### src/rtl/fetch_pkg.sv
`default_nettype none
// ============================================================================
// fetch_pkg : shared types and constants for the instruction-fetch stage
// Rev 1.0   : initial release
// ============================================================================
package fetch_pkg;

  localparam int XLEN_DEF = 32;
  localparam int INST_W   = 32;

  typedef struct packed {
    logic [XLEN_DEF-1:0] pc;
    logic [INST_W-1:0]   inst;
  } fetch_entry_t;

  typedef enum logic [0:0] {
    ST_RUN   = 1'b0,
    ST_FAULT = 1'b1
  } fetch_state_e;

endpackage
`default_nettype wire

### src/rtl/fetch_fifo.sv
`default_nettype none
// ============================================================================
// fetch_fifo : DEPTH-entry instruction buffer with push/pop/flush and count
// Rev 1.0    : initial release
// ============================================================================
module fetch_fifo #(
  parameter  int DEPTH = 4,
  parameter  int WIDTH = 64,
  localparam int AW    = $clog2(DEPTH),
  localparam int CW    = $clog2(DEPTH + 1)
) (
  input  logic             clk,
  input  logic             rst,
  input  logic             push,
  input  logic [WIDTH-1:0] push_data,
  input  logic             pop,
  input  logic             flush,
  output logic [WIDTH-1:0] head,
  output logic [CW-1:0]    count,
  output logic             empty
);

  logic [WIDTH-1:0] mem_q [DEPTH];
  logic [AW-1:0]    wr_ptr_q, wr_ptr_d, rd_ptr_q, rd_ptr_d;
  logic [CW-1:0]    count_q, count_d;

  always_comb begin
    wr_ptr_d = wr_ptr_q;
    rd_ptr_d = rd_ptr_q;
    count_d  = count_q;
    if (flush) begin
      wr_ptr_d = '0;
      rd_ptr_d = '0;
      count_d  = '0;
    end else begin
      if (push) wr_ptr_d = wr_ptr_q + AW'(1);
      if (pop)  rd_ptr_d = rd_ptr_q + AW'(1);
      count_d = count_q + CW'(push) - CW'(pop);
    end
  end

  always_ff @(posedge clk or posedge rst) begin
    if (rst) begin
      wr_ptr_q <= '0;
      rd_ptr_q <= '0;
      count_q  <= '0;
    end else begin
      wr_ptr_q <= wr_ptr_d;
      rd_ptr_q <= rd_ptr_d;
      count_q  <= count_d;
    end
  end

  // Storage needs no reset: the head is masked to zero whenever the buffer is empty.
  always_ff @(posedge clk) begin
    if (push && !flush) mem_q[wr_ptr_q] <= push_data;
  end

  assign empty = (count_q == '0);
  assign count = count_q;
  assign head  = empty ? '0 : mem_q[rd_ptr_q];

endmodule
`default_nettype wire

### src/rtl/fetch_unit.sv
`default_nettype none
// ============================================================================
// fetch_unit : pipelined in-order instruction fetch with redirect and buffering
//              Optional misaligned-redirect trap: FETCH_MISALIGN_TRAP_EN
// Rev 1.0    : initial release
// ============================================================================
module fetch_unit
  import fetch_pkg::*;
#(
  parameter int              XLEN     = XLEN_DEF,
  parameter int              DEPTH    = 4,
  parameter logic [XLEN-1:0] RESET_PC = '0
) (
  input  logic              clk,
  input  logic              rst,
  output logic              imem_req,
  output logic [XLEN-1:0]   imem_addr,
  input  logic              imem_rvalid,
  input  logic [INST_W-1:0] imem_rdata,
  output logic              if_valid,
  input  logic              if_ready,
  output logic [INST_W-1:0] if_inst,
  output logic [XLEN-1:0]   if_pc,
  input  logic              redirect_valid,
  input  logic [XLEN-1:0]   redirect_pc,
  output logic              if_fault
);

  localparam int            CW        = $clog2(DEPTH + 1);
  localparam int            EW        = XLEN + INST_W;
  localparam logic [CW:0]   DEPTH_LIM = (CW + 1)'(DEPTH);

  fetch_state_e    state_q, state_d;
  logic [XLEN-1:0] fetch_pc_q, fetch_pc_d, resp_pc_q, resp_pc_d;
  logic [CW-1:0]   outstanding_q, outstanding_d, drop_cnt_q, drop_cnt_d;
  logic [CW-1:0]   fifo_count;
  logic [EW-1:0]   fifo_head;
  logic            fifo_push, fifo_empty, credit_ok;
  logic [XLEN-1:0] redirect_tgt;
  logic            redirect_misaligned;

`ifdef FETCH_MISALIGN_TRAP_EN
  assign redirect_tgt        = redirect_pc;
  assign redirect_misaligned = |redirect_pc[1:0];
  assign if_fault            = (state_q == ST_FAULT);
`else
  logic unused_align;
  assign unused_align        = ^redirect_pc[1:0];
  assign redirect_tgt        = {redirect_pc[XLEN-1:2], 2'b00};
  assign redirect_misaligned = 1'b0;
  assign if_fault            = 1'b0;
`endif

  // Buffered plus in-flight entries never exceed DEPTH, so a response always has a slot.
  assign credit_ok = ({1'b0, fifo_count} + {1'b0, outstanding_q}) < DEPTH_LIM;
  assign imem_req  = !rst && !redirect_valid && (state_q == ST_RUN) && credit_ok;
  assign imem_addr = fetch_pc_q;

  always_comb begin
    state_d       = state_q;
    fetch_pc_d    = fetch_pc_q;
    resp_pc_d     = resp_pc_q;
    drop_cnt_d    = drop_cnt_q;
    fifo_push     = 1'b0;
    outstanding_d = outstanding_q + CW'(imem_req) - CW'(imem_rvalid);
    if (imem_req) fetch_pc_d = fetch_pc_q + XLEN'(4);
    if (imem_rvalid) begin
      if (drop_cnt_q != '0) begin
        drop_cnt_d = drop_cnt_q - CW'(1);
      end else if (state_q == ST_RUN) begin
        fifo_push = 1'b1;
        resp_pc_d = resp_pc_q + XLEN'(4);
      end
    end
    // Everything still owed by memory after this cycle belongs to the old path.
    if (redirect_valid) begin
      fifo_push  = 1'b0;
      fetch_pc_d = redirect_tgt;
      resp_pc_d  = redirect_tgt;
      drop_cnt_d = outstanding_q - CW'(imem_rvalid);
      state_d    = redirect_misaligned ? ST_FAULT : ST_RUN;
    end
  end

  always_ff @(posedge clk or posedge rst) begin
    if (rst) begin
      state_q       <= ST_RUN;
      fetch_pc_q    <= RESET_PC;
      resp_pc_q     <= RESET_PC;
      outstanding_q <= '0;
      drop_cnt_q    <= '0;
    end else begin
      state_q       <= state_d;
      fetch_pc_q    <= fetch_pc_d;
      resp_pc_q     <= resp_pc_d;
      outstanding_q <= outstanding_d;
      drop_cnt_q    <= drop_cnt_d;
    end
  end

  fetch_fifo #(
    .DEPTH (DEPTH),
    .WIDTH (EW)
  ) u_fifo (
    .clk       (clk),
    .rst       (rst),
    .push      (fifo_push),
    .push_data ({resp_pc_q, imem_rdata}),
    .pop       (if_valid && if_ready),
    .flush     (redirect_valid),
    .head      (fifo_head),
    .count     (fifo_count),
    .empty     (fifo_empty)
  );

  assign if_valid = !fifo_empty && !redirect_valid;
  assign if_inst  = fifo_head[INST_W-1:0];
  assign if_pc    = fifo_head[EW-1:INST_W];

endmodule
`default_nettype wire

### config.mk
export PLATFORM = sky130hd
export DESIGN_NAME = fetch_unit
export DESIGN_NICKNAME = d
export VERILOG_FILES = /design/src/rtl/fetch_pkg.sv /design/src/rtl/fetch_fifo.sv /design/src/rtl/fetch_unit.sv
export SDC_FILE = /design/constraint.sdc
export NUM_CORES = 1
export LEC_CHECK = 0
export BUFFER_PORTS_ARGS = -buffer_cell sky130_fd_sc_hd__buf_4
export CAP_MARGIN = 25
export CORE_ASPECT_RATIO = 1.2
export CORE_MARGIN = 2
export CORE_UTILIZATION = 40
export CTS_CLUSTER_SIZE = 10
export DETAILED_ROUTE_END_ITERATION = 10
export HOLD_SLACK_MARGIN = 0.15
export PLACE_DENSITY_LB_ADDON = 0.12
export SLEW_MARGIN = 5
export SYNTH_ARGS = -nofsm -noshare
export SYNTH_HDL_FRONTEND = slang
export SYNTH_SLANG_ARGS = --single-unit
### constraint.sdc
create_clock -name clk -period 3.05 [get_ports clk]
set_input_delay 0.305 -clock clk [delete_from_list [all_inputs] [get_ports clk]]
set_output_delay 0.305 -clock clk [all_outputs]
set_load 0.02 [all_outputs]
Word level (Yosys, flattened, before mapping):

Memory sizes are Yosys's and may differ from the RTL's.
Index checks and enable logic that the tools add are counted.

* muxes and demuxes: 19
* equal/unequal tests: 1
* reduce and logical (&&, ||, !) cells: 17
* magnitude comparators: 1
* $add $sub $neg: 11

Operators by type and width (count)
* 32-bit two-way mux: 5
* 32-bit by 3-bit adder with 32-bit output, second input constant: 2
* 64-bit two-way mux: 1
* 3-bit two-way mux: 4
* 2-bit nonzero test: 5
* 3-bit by 1-bit subtractor with 3-bit output: 3
* 2-bit two-way mux: 4
* 3-bit by 1-bit adder with 3-bit output: 2
* 1-bit logical AND: 5
* 1-bit two-way mux: 5
* 2-bit by 1-bit adder with 2-bit output, second input constant: 2
* 3-bit by 3-bit adder with 4-bit output: 1
* 4-bit by 3-bit less-than comparator with 1-bit output, second input constant: 1
* 2-bit AND reduction: 2
* 1-bit zero test: 3
* 3-bit zero test: 1
* 3-bit nonzero test: 1
* 3-bit by 1-bit subtractor with 3-bit output, second input constant: 1
* 2-bit != test, second input constant: 1

* memories kept: 1
* logic and storage cells: 57
* bits in writable memories: 256
* output and inout bits: 99
* input bits: 69
* flip-flop bits (word level): 77

Memory list
* u_fifo.mem_q: depth 4, bits a word 64, read ports 1, clocked after memory_dff 0, write ports 1, line fetch_fifo.sv:23 `logic [WIDTH-1:0] mem_q [DEPTH];`

Logic depth before layout (Yosys ltp):

Gate-level depths: netlist of the first run.

* depth after elaboration: 7
* gate-level depth with buffers: 11
* gate-level depth less buffers: 10

Cells and area by module:

A second synthesis of the first run with hierarchy kept.

* cells, all modules: 903
* area total of the unflattened synthesis: 14261.2 um^2

By module, submodules not included
* fetch_fifo: seq. area each 7862.5 um^2, times used 1, cells each 446, area each 10128.5 um^2
* fetch_unit: seq. area each 1651.6 um^2, times used 1, cells each 457, area each 4132.7 um^2

Least setup slack after synthesis of the first run:

OpenSTA, ideal clock, no wires.

* kind: reg2reg
* start: reg drop_cnt_q[0]
* end: mem u_fifo.mem_q[0][0] (enable)
* path buffers: 1
* required time: 2.623 ns
* data arrival time: 2.612 ns
* cell stages (with the launch flop): 6
* path slack: 0.011 ns
* cell sequence: dfrtp_1 inv_1 ha_1 and3b_1 clkbuf_1 and3_1

* word-level cells in the longest chain between the ends: 7

RTL lines
* start: declaration: line fetch_unit.sv:35 `logic [CW-1:0] outstanding_q, outstanding_d, drop_cnt_q, drop_cnt_d;`
* start signal: assignment: line fetch_unit.sv:97 `drop_cnt_q <= drop_cnt_d;`
* 3-bit nonzero test: line fetch_unit.sv:68 `if (drop_cnt_q != '0) begin`
* 1-bit two-way mux: line fetch_unit.sv:68
* 1-bit two-way mux: line fetch_unit.sv:67 `if (imem_rvalid) begin`
* 1-bit two-way mux: line fetch_unit.sv:76 `if (redirect_valid) begin`
* 1-bit logical AND: line fetch_fifo.sv:56 `if (push && !flush) mem_q[wr_ptr_q] <= push_data;`
* 1-bit two-way mux: line fetch_fifo.sv:56
* 1-bit two-way mux (implied by the code): line fetch_fifo.sv:56
* end: declaration: line fetch_fifo.sv:23

No other way between the ends.

Worst setup path after layout of the first run:

* start: reg u_fifo.rd_ptr_q[0]
* end: out if_inst[6]

* word-level cells in the longest chain between the ends: 2

RTL lines
* start: declaration: line fetch_fifo.sv:24 `logic [AW-1:0] wr_ptr_q, wr_ptr_d, rd_ptr_q, rd_ptr_d;`
* start signal: assignment: line fetch_fifo.sv:49 `rd_ptr_q <= rd_ptr_d;`
* memory 4 x 64 bit
* 64-bit two-way mux: line fetch_fifo.sv:61 `assign head = empty ? '0 : mem_q[rd_ptr_q];`
* end: declaration: line fetch_unit.sv:22 `output logic [INST_W-1:0] if_inst,`

No other way between the ends.

==> results of run 1 <==
cell type report:
type / instances / area (µm²) / share of cell area [%]
clock buffers: 58 / 1090 / 6.299
clock inverters: 1 / 3.754 / 0.02170
repair buffers: 244 / 2074 / 11.99
inverters: 23 / 86.33 / 0.4990
multi-input cells: 443 / 4197 / 24.26
flip-flops and latches: 321 / 9279 / 53.63
well taps: 456 / 570.5 / 3.298
registers in the layout, indices dropped and copies added (netlist names):
name,count
u_fifo.rd_ptr_q,2
imem_addr,30
outstanding_q,3
resp_pc_q,30
u_fifo.mem_q,248
drop_cnt_q,3
u_fifo.wr_ptr_q,2
u_fifo.count,3
cells by family (layout without fill, tap and decap cells):
kind of cell	after synthesis	in the layout	synth area share, %
AOI/OAI and AO/OA	35	35	1.602
DFF	321	321	67.45
adders and majority gates	18	18	1.747
xor gates and xnor gates	60	60	3.822
other	1	5	0.02727
buffers and inverters	68	326	2.184
muxes	105	105	13.69
and+or+nand+nor	220	220	9.482
metal layers:
layer | vias to the layer above | wire length, µm | share of wire (%)
li1 | 3614 | - | -
met1 | 3938 | 13130 | 45
met2 | 196 | 14060 | 48
met3 | 37 | 1361 | 4.7
met4 | 0 | 475 | 1.6
met5 | - | 0 | 0
per-stage QoR:
stage                     utilization (%)  total power [mW]  hold slack [ns]
after CTS                           50.91             13.35           0.1525
after detailed placement            45.87             9.189           0.2019
final                               50.91             13.10           0.1682
after global routing                50.91             13.82           0.1911
after global placement              45.87             9.166           0.2023
after floorplan                         -             7.739           0.4039
cells in the final DEF, fill, tap and decap left out, types with 3 or more instances in the layout:
master	instances
sky130_fd_sc_hd__dfrtp_1	71
sky130_fd_sc_hd__and3_1	5
sky130_fd_sc_hd__dlygate4sd3_1	62
sky130_fd_sc_hd__and4_1	3
sky130_fd_sc_hd__edfxtp_1	248
sky130_fd_sc_hd__xor2_1	22
sky130_fd_sc_hd__nand3_1	22
sky130_fd_sc_hd__nand2_1	23
sky130_fd_sc_hd__a21oi_1	13
sky130_fd_sc_hd__nand4_1	28
sky130_fd_sc_hd__buf_4	175
sky130_fd_sc_hd__and2_1	67
sky130_fd_sc_hd__a21boi_1	6
sky130_fd_sc_hd__conb_1	5
sky130_fd_sc_hd__inv_1	21
sky130_fd_sc_hd__mux4_2	62
sky130_fd_sc_hd__and3_2	4
sky130_fd_sc_hd__or3_1	4
sky130_fd_sc_hd__buf_12	7
sky130_fd_sc_hd__ha_1	16
sky130_fd_sc_hd__nor2_1	29
sky130_fd_sc_hd__nor3_1	9
sky130_fd_sc_hd__clkbuf_1	17
sky130_fd_sc_hd__nor4_1	3
sky130_fd_sc_hd__o21ai_0	5
sky130_fd_sc_hd__clkbuf_16	41
sky130_fd_sc_hd__mux2_2	39
sky130_fd_sc_hd__xnor2_1	38
sky130_fd_sc_hd__nand2b_1	5
sky130_fd_sc_hd__a31oi_1	3
sky130_fd_sc_hd__nor4_2	3
tightest hold or removal path, delay by kind of cell:
family                 cells  cell delay [ns]
buffers and inverters      1             0.07
AOI/OAI and AO/OA          1             0.15
and+or+nand+nor            1             0.11
power groups by stage:
stage	registers [mW]	clock network [mW]	logic [mW]
6_report	5.42	4.03	3.65
5_1_grt	5.48	4.35	3.99
4_1_cts	5.43	4.17	3.75
3_5_place_dp	5.51	0	3.68
2_1_floorplan	5.38	0	2.36
3_3_place_gp	5.51	0	3.66
worst max-delay path by stage:
stage	from	end	slack, ns	cells past startpoint
detailed placement	outstanding_q[2]	imem_addr[31]	0.51	7
finish	u_fifo.rd_ptr_q[0]	if_inst[6]	0.31	4
global placement	outstanding_q[2]	imem_addr[31]	0.55	7
floorplan	drop_cnt_q[0]	u_fifo.mem_q[0][0]	0.01	5
global route	u_fifo.rd_ptr_q[0]	if_inst[6]	0.14	4
CTS	u_fifo.rd_ptr_q[0]	if_inst[6]	0.20	4
==> results.cfg, run 1 <==
[setup_path]
timing.critical_path.cells = buf_12 > mux4_2 > and2_1 > buf_4
worstPathRequired_ns = 2.74
cp-end-kind = output pin
r2r_cells = 7
timing.rr.start = outstanding_q[2]
worst-endpoint-arrival_ns = 2.43
ff2ff_setup_slack_ns = 0.48
worstReg2RegEnd = imem_addr[31]
criticalPathCategory = reg2out
worst-path-buf-inv = 2
crit_path_start_kind = flip-flop
worst-path-max-fanout = 24
max_stage_delay_ns = 0.77
critPathTopFamily = flip-flops
critPathSlowestCell = sky130_fd_sc_hd__dfrtp_4

[drt]
routed_via_density = 5.036
vias = 7785
ant_nets = 0
post-route-drc-count = 0
drtIter0Drc = 393
wl_per_cell_um = 18.78
drt_pre_antenna_iters = 4
finalWirelength_um = 29030

[placement]
placedInstanceArea_um2 = 15590
portBuffers = 160
place_hpwl_um = 17980
gp_routability_congestion = 0.7476
post-place-ws_ns = 0.5065
post-place-cells = 1425

[yosys]
synthArstFlopShare_pct = 22.74
yosys_register_bits = 321
synth.top_cells.by_count = sky130_fd_sc_hd__edfxtp_1 (248), sky130_fd_sc_hd__dfrtp_1 (73), sky130_fd_sc_hd__and2_1 (67), sky130_fd_sc_hd__mux4_2 (62), sky130_fd_sc_hd__mux2_2 (39)
yosysUniqueCellTypes = 52
syn_inst = 828
synth.top_cells.by_area = sky130_fd_sc_hd__edfxtp_1 (54%), sky130_fd_sc_hd__dfrtp_1 (13%), sky130_fd_sc_hd__mux4_2 (10%), sky130_fd_sc_hd__mux2_2 (3.2%), sky130_fd_sc_hd__and2_1 (3.0%)
synth_sequential_area_ratio_pct = 67.45
netlist_area_um2 = 13750
post-synth-top-count-cell = sky130_fd_sc_hd__edfxtp_1
number_of_enable_type_register_cells_in_the_synthesized_netlist = 248
ys_warn_count = 0
synth_largest_area_cell = sky130_fd_sc_hd__edfxtp_1
synth_top_area_share_pct = 54.16
flip_flop_cell_with_the_highest_count_after_synthesis = sky130_fd_sc_hd__edfxtp_1
avg_inst_size_synth_um2 = 16.61

[power_and_ir_drop]
clockPowerShare_pct = 30.8
switching_share_pct = 29.28
cellLeakagePower_nw = 6.252
net-switching-power_mw = 3.834
power_frac_comb_pct = 27.8
vdd.ir_drop.worst_mv = 0.4378
power.sequential.fraction_pct = 41.4
internal_power_mw = 9.263
p_per_area_nw_per_um2 = 757.0

[timing]
setup_violation_total_in_the_final_timing_report = 0
worst_clock_skew_ns = 0.01810
timing.setup.tns_ns = 0
worstMarginPinSlew_ns = 0.8039
timing_hold_violations_final = 0
timing.fmax_ghz = 0.3650
timing.final.max_slew_violations = 0
postLayoutSetupSlackWorst_ns = 0.3102
period_needed_ns = 2.740
final.period_utilization_pct = 89.83
rsz0062_at_grt = no
maxSlewHeadroom_pct = 46.40

[global_route]
globalRouteTotalUtil_pct = 16.61
grt_antenna_before_repair = 0
grt-busiest-layer = met2
groute.layer.met1.usage_pct = 22.50
global_route_wire_length_before_repair_um = 46460
met3_use_gr_pct = 3.377
globalRoute.totalOverflow = 0
grt_start_max_net_pins = 71
grt_pass1_vias = 8107
use_met2_pct = 27.50

[final_layout]
antenna_cells = 0
nets_final = 1158
final_layout_size_suffix_gt1_share_pct = 32.02
stdcell_area_um2 = 17300
instances_no_fill = 1546
num-fill-cells = 2904
synthesis_to_layout_area_growth_pct = 25.83

[min_path]
holdCritPathClass = in2reg
worst_hold_path.endpoint = resp_pc_q[17]
hold_start = redirect_pc[17]
min_delay_path_depth = 3

[floorplanning]
die_h_um = 207.1
start_util_pct = 40.46
core-area_um2 = 33980
die_span_x_um = 173.2
dieArea_um2 = 35880
io-pin-count = 168
placementRows = 74

[clock_network]
cts_buffers = 38
cts.sink_count = 321
cts_hold_buf = 62
clock_latency_ns = 0.52
clockBufferDepth = 3
cts.clk_slew.worst_paths_ns = 0.05
htree_levels = 2
clock_tree.root_cell = sky130_fd_sc_hd__clkbuf_16
cts_setup_buffers = 0
clock_tree_from_tritoncts = done
cts_repair_resizes = 0

[job]
max_cap_viol_count = 0

[outcome]
outcome = complete, no violations
(Power assumes the default switching activity.)
==> run 2, diff against run 1 <==
--- a/config.mk
+++ b/config.mk
@@ -5,7 +5,7 @@
 export SDC_FILE = /design/constraint.sdc
 export NUM_CORES = 1
 export LEC_CHECK = 0
-export BUFFER_PORTS_ARGS = -buffer_cell sky130_fd_sc_hd__buf_4
+export BUFFER_PORTS_ARGS = -buffer_cell sky130_fd_sc_hd__buf_2
 export CAP_MARGIN = 25
 export CORE_ASPECT_RATIO = 1.2
 export CORE_MARGIN = 2
==> run 2 against run 1 <==
  * Core utilization shrank 1.2 points
  * Largest cell class unchanged
  * Global-route usage is 0.13 points higher
  * Count of clock-buffer cells in the layout decreased by 5
  * Critical path type unchanged
  * Largest power group unchanged
  * Sequential share of layout area increased by 1.3 points
==> results.cfg, run 2 (synthesis gave the netlist of run 1 again) <==
[final_layout]
multiInputGateArea_um2 = 4197
final_core_utilization_pct = 49.72
stdcell_area_um2 = 16900
nets_final = 1158
num-fill-cells = 2963
largest_reg_flops = 248
largest_register = u_fifo.mem_q
regArea_um2 = 9279
most-common-layout-cells = sky130_fd_sc_hd__edfxtp_1 (248), sky130_fd_sc_hd__buf_2 (160), sky130_fd_sc_hd__dfrtp_1 (71)
antenna_cells = 0
final_layout_size_suffix_gt1_share_pct = 32.50
synthesis_to_layout_area_growth_pct = 22.88
instances_no_fill = 1542
layout_commonest_cell = sky130_fd_sc_hd__edfxtp_1

[timing]
maxSlewHeadroom_pct = 53.10
worst_clock_skew_ns = 0.01079
timing_hold_violations_final = 0
setup_violation_total_in_the_final_timing_report = 0
period_needed_ns = 2.642
final.period_utilization_pct = 86.61
timing.final.max_slew_violations = 0
rsz0062_at_grt = no
timing.setup.tns_ns = 0
worstMarginPinSlew_ns = 0.7036
timing.fmax_ghz = 0.3786
fin_worst_hold_slack_ns = 0.1768

[setup_path]
worstReg2RegEnd = imem_addr[31]
r2r_cells = 7
cp-end-kind = output pin
worst-endpoint-arrival_ns = 2.34
crit_path_start_kind = flip-flop
timing.rr.start = outstanding_q[2]
criticalPathCategory = reg2out
worst-path-max-fanout = 17
ff2ff_setup_slack_ns = 0.54
worstPathRequired_ns = 2.74

[global_route]
globalRoute.totalOverflow = 0
globalRouteTotalUtil_pct = 16.74
global_route_wire_length_before_repair_um = 46840
grt_pass1_vias = 8085
grt_antenna_before_repair = 0
grt_start_max_net_pins = 67

[floorplanning]
die_h_um = 207.1
placementRows = 74
core-area_um2 = 33980
dieArea_um2 = 35880
io-pin-count = 168
die_span_x_um = 173.2
start_util_pct = 40.46

[min_path]
min_delay_path_depth = 3
hold_start = redirect_pc[17]
holdCritPathClass = in2reg
worst_hold_path.endpoint = resp_pc_q[17]

[clock_network]
htree_levels = 2
clock_latency_ns = 0.51
cts.sink_count = 321
cts_hold_buf = 60
cts.clk_slew.worst_paths_ns = 0.05
clock_tree.root_cell = sky130_fd_sc_hd__clkbuf_16
cts_setup_buffers = 0
cts_repair_resizes = 0
clockBufferDepth = 3
clock_tree_from_tritoncts = done
cts_buffers = 38

[placement]
placedInstanceArea_um2 = 15210
place_hpwl_um = 17930
post-place-cells = 1427
gp_routability_congestion = 0.7514
portBuffers = 160

[drt]
drtIter0Drc = 491
routed_via_density = 5.016
vias = 7734
wl_per_cell_um = 19.09
post-route-drc-count = 0
drt_pre_antenna_iters = 4
finalWirelength_um = 29430
ant_nets = 0

[power_and_ir_drop]
p_per_area_nw_per_um2 = 757.9
switching_share_pct = 30.04
cellLeakagePower_nw = 6.165
power.sequential.fraction_pct = 42.0
clockPowerShare_pct = 31.5
internal_power_mw = 8.958
net-switching-power_mw = 3.846
vdd.ir_drop.worst_mv = 0.4142
power_frac_comb_pct = 26.5

[job]
max_cap_viol_count = 0

[outcome]
outcome = complete, no violations
## run 2: cell types whose count changed in the layout (fill, tap and decap cells not counted)
cell / change
sky130_fd_sc_hd__buf_2: +160
sky130_fd_sc_hd__buf_4: -159
sky130_fd_sc_hd__clkbuf_1: -5
sky130_fd_sc_hd__clkinv_2: +2
sky130_fd_sc_hd__dlygate4sd3_1: -2
sky130_fd_sc_hd__buf_12: +1
sky130_fd_sc_hd__clkinv_1: -1
## run 2: metal layers
layer  GRT usage (%)  wire (µm)  up-vias
met1           23.35      13500     3885
li1                -          -     3613
met5               0          0        -
met4           4.267        455        0
met3           3.102       1473       35
met2           27.21      14010      201
## run 2: worst max path at each step
stage,start,end,slack [ns]
2_1_floorplan,drop_cnt_q[0],u_fifo.mem_q[0][0],0.01
6_report,u_fifo.rd_ptr_q[0],if_inst[0],0.41
3_3_place_gp,outstanding_q[2],imem_addr[31],0.55
5_1_grt,u_fifo.rd_ptr_q[0],if_inst[0],0.24
3_5_place_dp,outstanding_q[2],imem_addr[31],0.56
4_1_cts,u_fifo.rd_ptr_q[0],if_pc[5],0.30
## run 2: power by group through the flow
stage,Sequential [mW],Clock (mW),Combinational [mW]
6_report,5.37,4.04,3.39
5_1_grt,5.43,4.34,3.73
3_3_place_gp,5.46,0,3.41
3_5_place_dp,5.46,0,3.42
2_1_floorplan,5.38,0,2.36
4_1_cts,5.38,4.18,3.49
## run 2: cell type report
class | instances | area share [%]
Sequential cell | 321 | 54.92
Multi-Input combinational cell | 443 | 24.84
Timing Repair Buffer | 244 | 9.953
Clock buffer | 53 | 6.339
Tap cell | 456 | 3.377
Inverter | 23 | 0.5110
Clock inverter | 2 | 0.05925
## run 2: worst max-delay path, stage by stage, from the launching register on
cell and delay (ns):
sky130_fd_sc_hd__dfrtp_4 0.63, sky130_fd_sc_hd__buf_4 0.32, sky130_fd_sc_hd__mux4_2 0.54, sky130_fd_sc_hd__and2_1 0.17, sky130_fd_sc_hd__buf_2 0.15
## run 2: metrics by stage
step | worst slack, ns | power [mW]
after floorplan | 0.01114 | 7.739
after global placement | 0.5466 | 8.871
after detailed placement | 0.5577 | 8.882
after CTS | 0.3025 | 13.04
after global routing | 0.2354 | 13.49
final | 0.4084 | 12.80
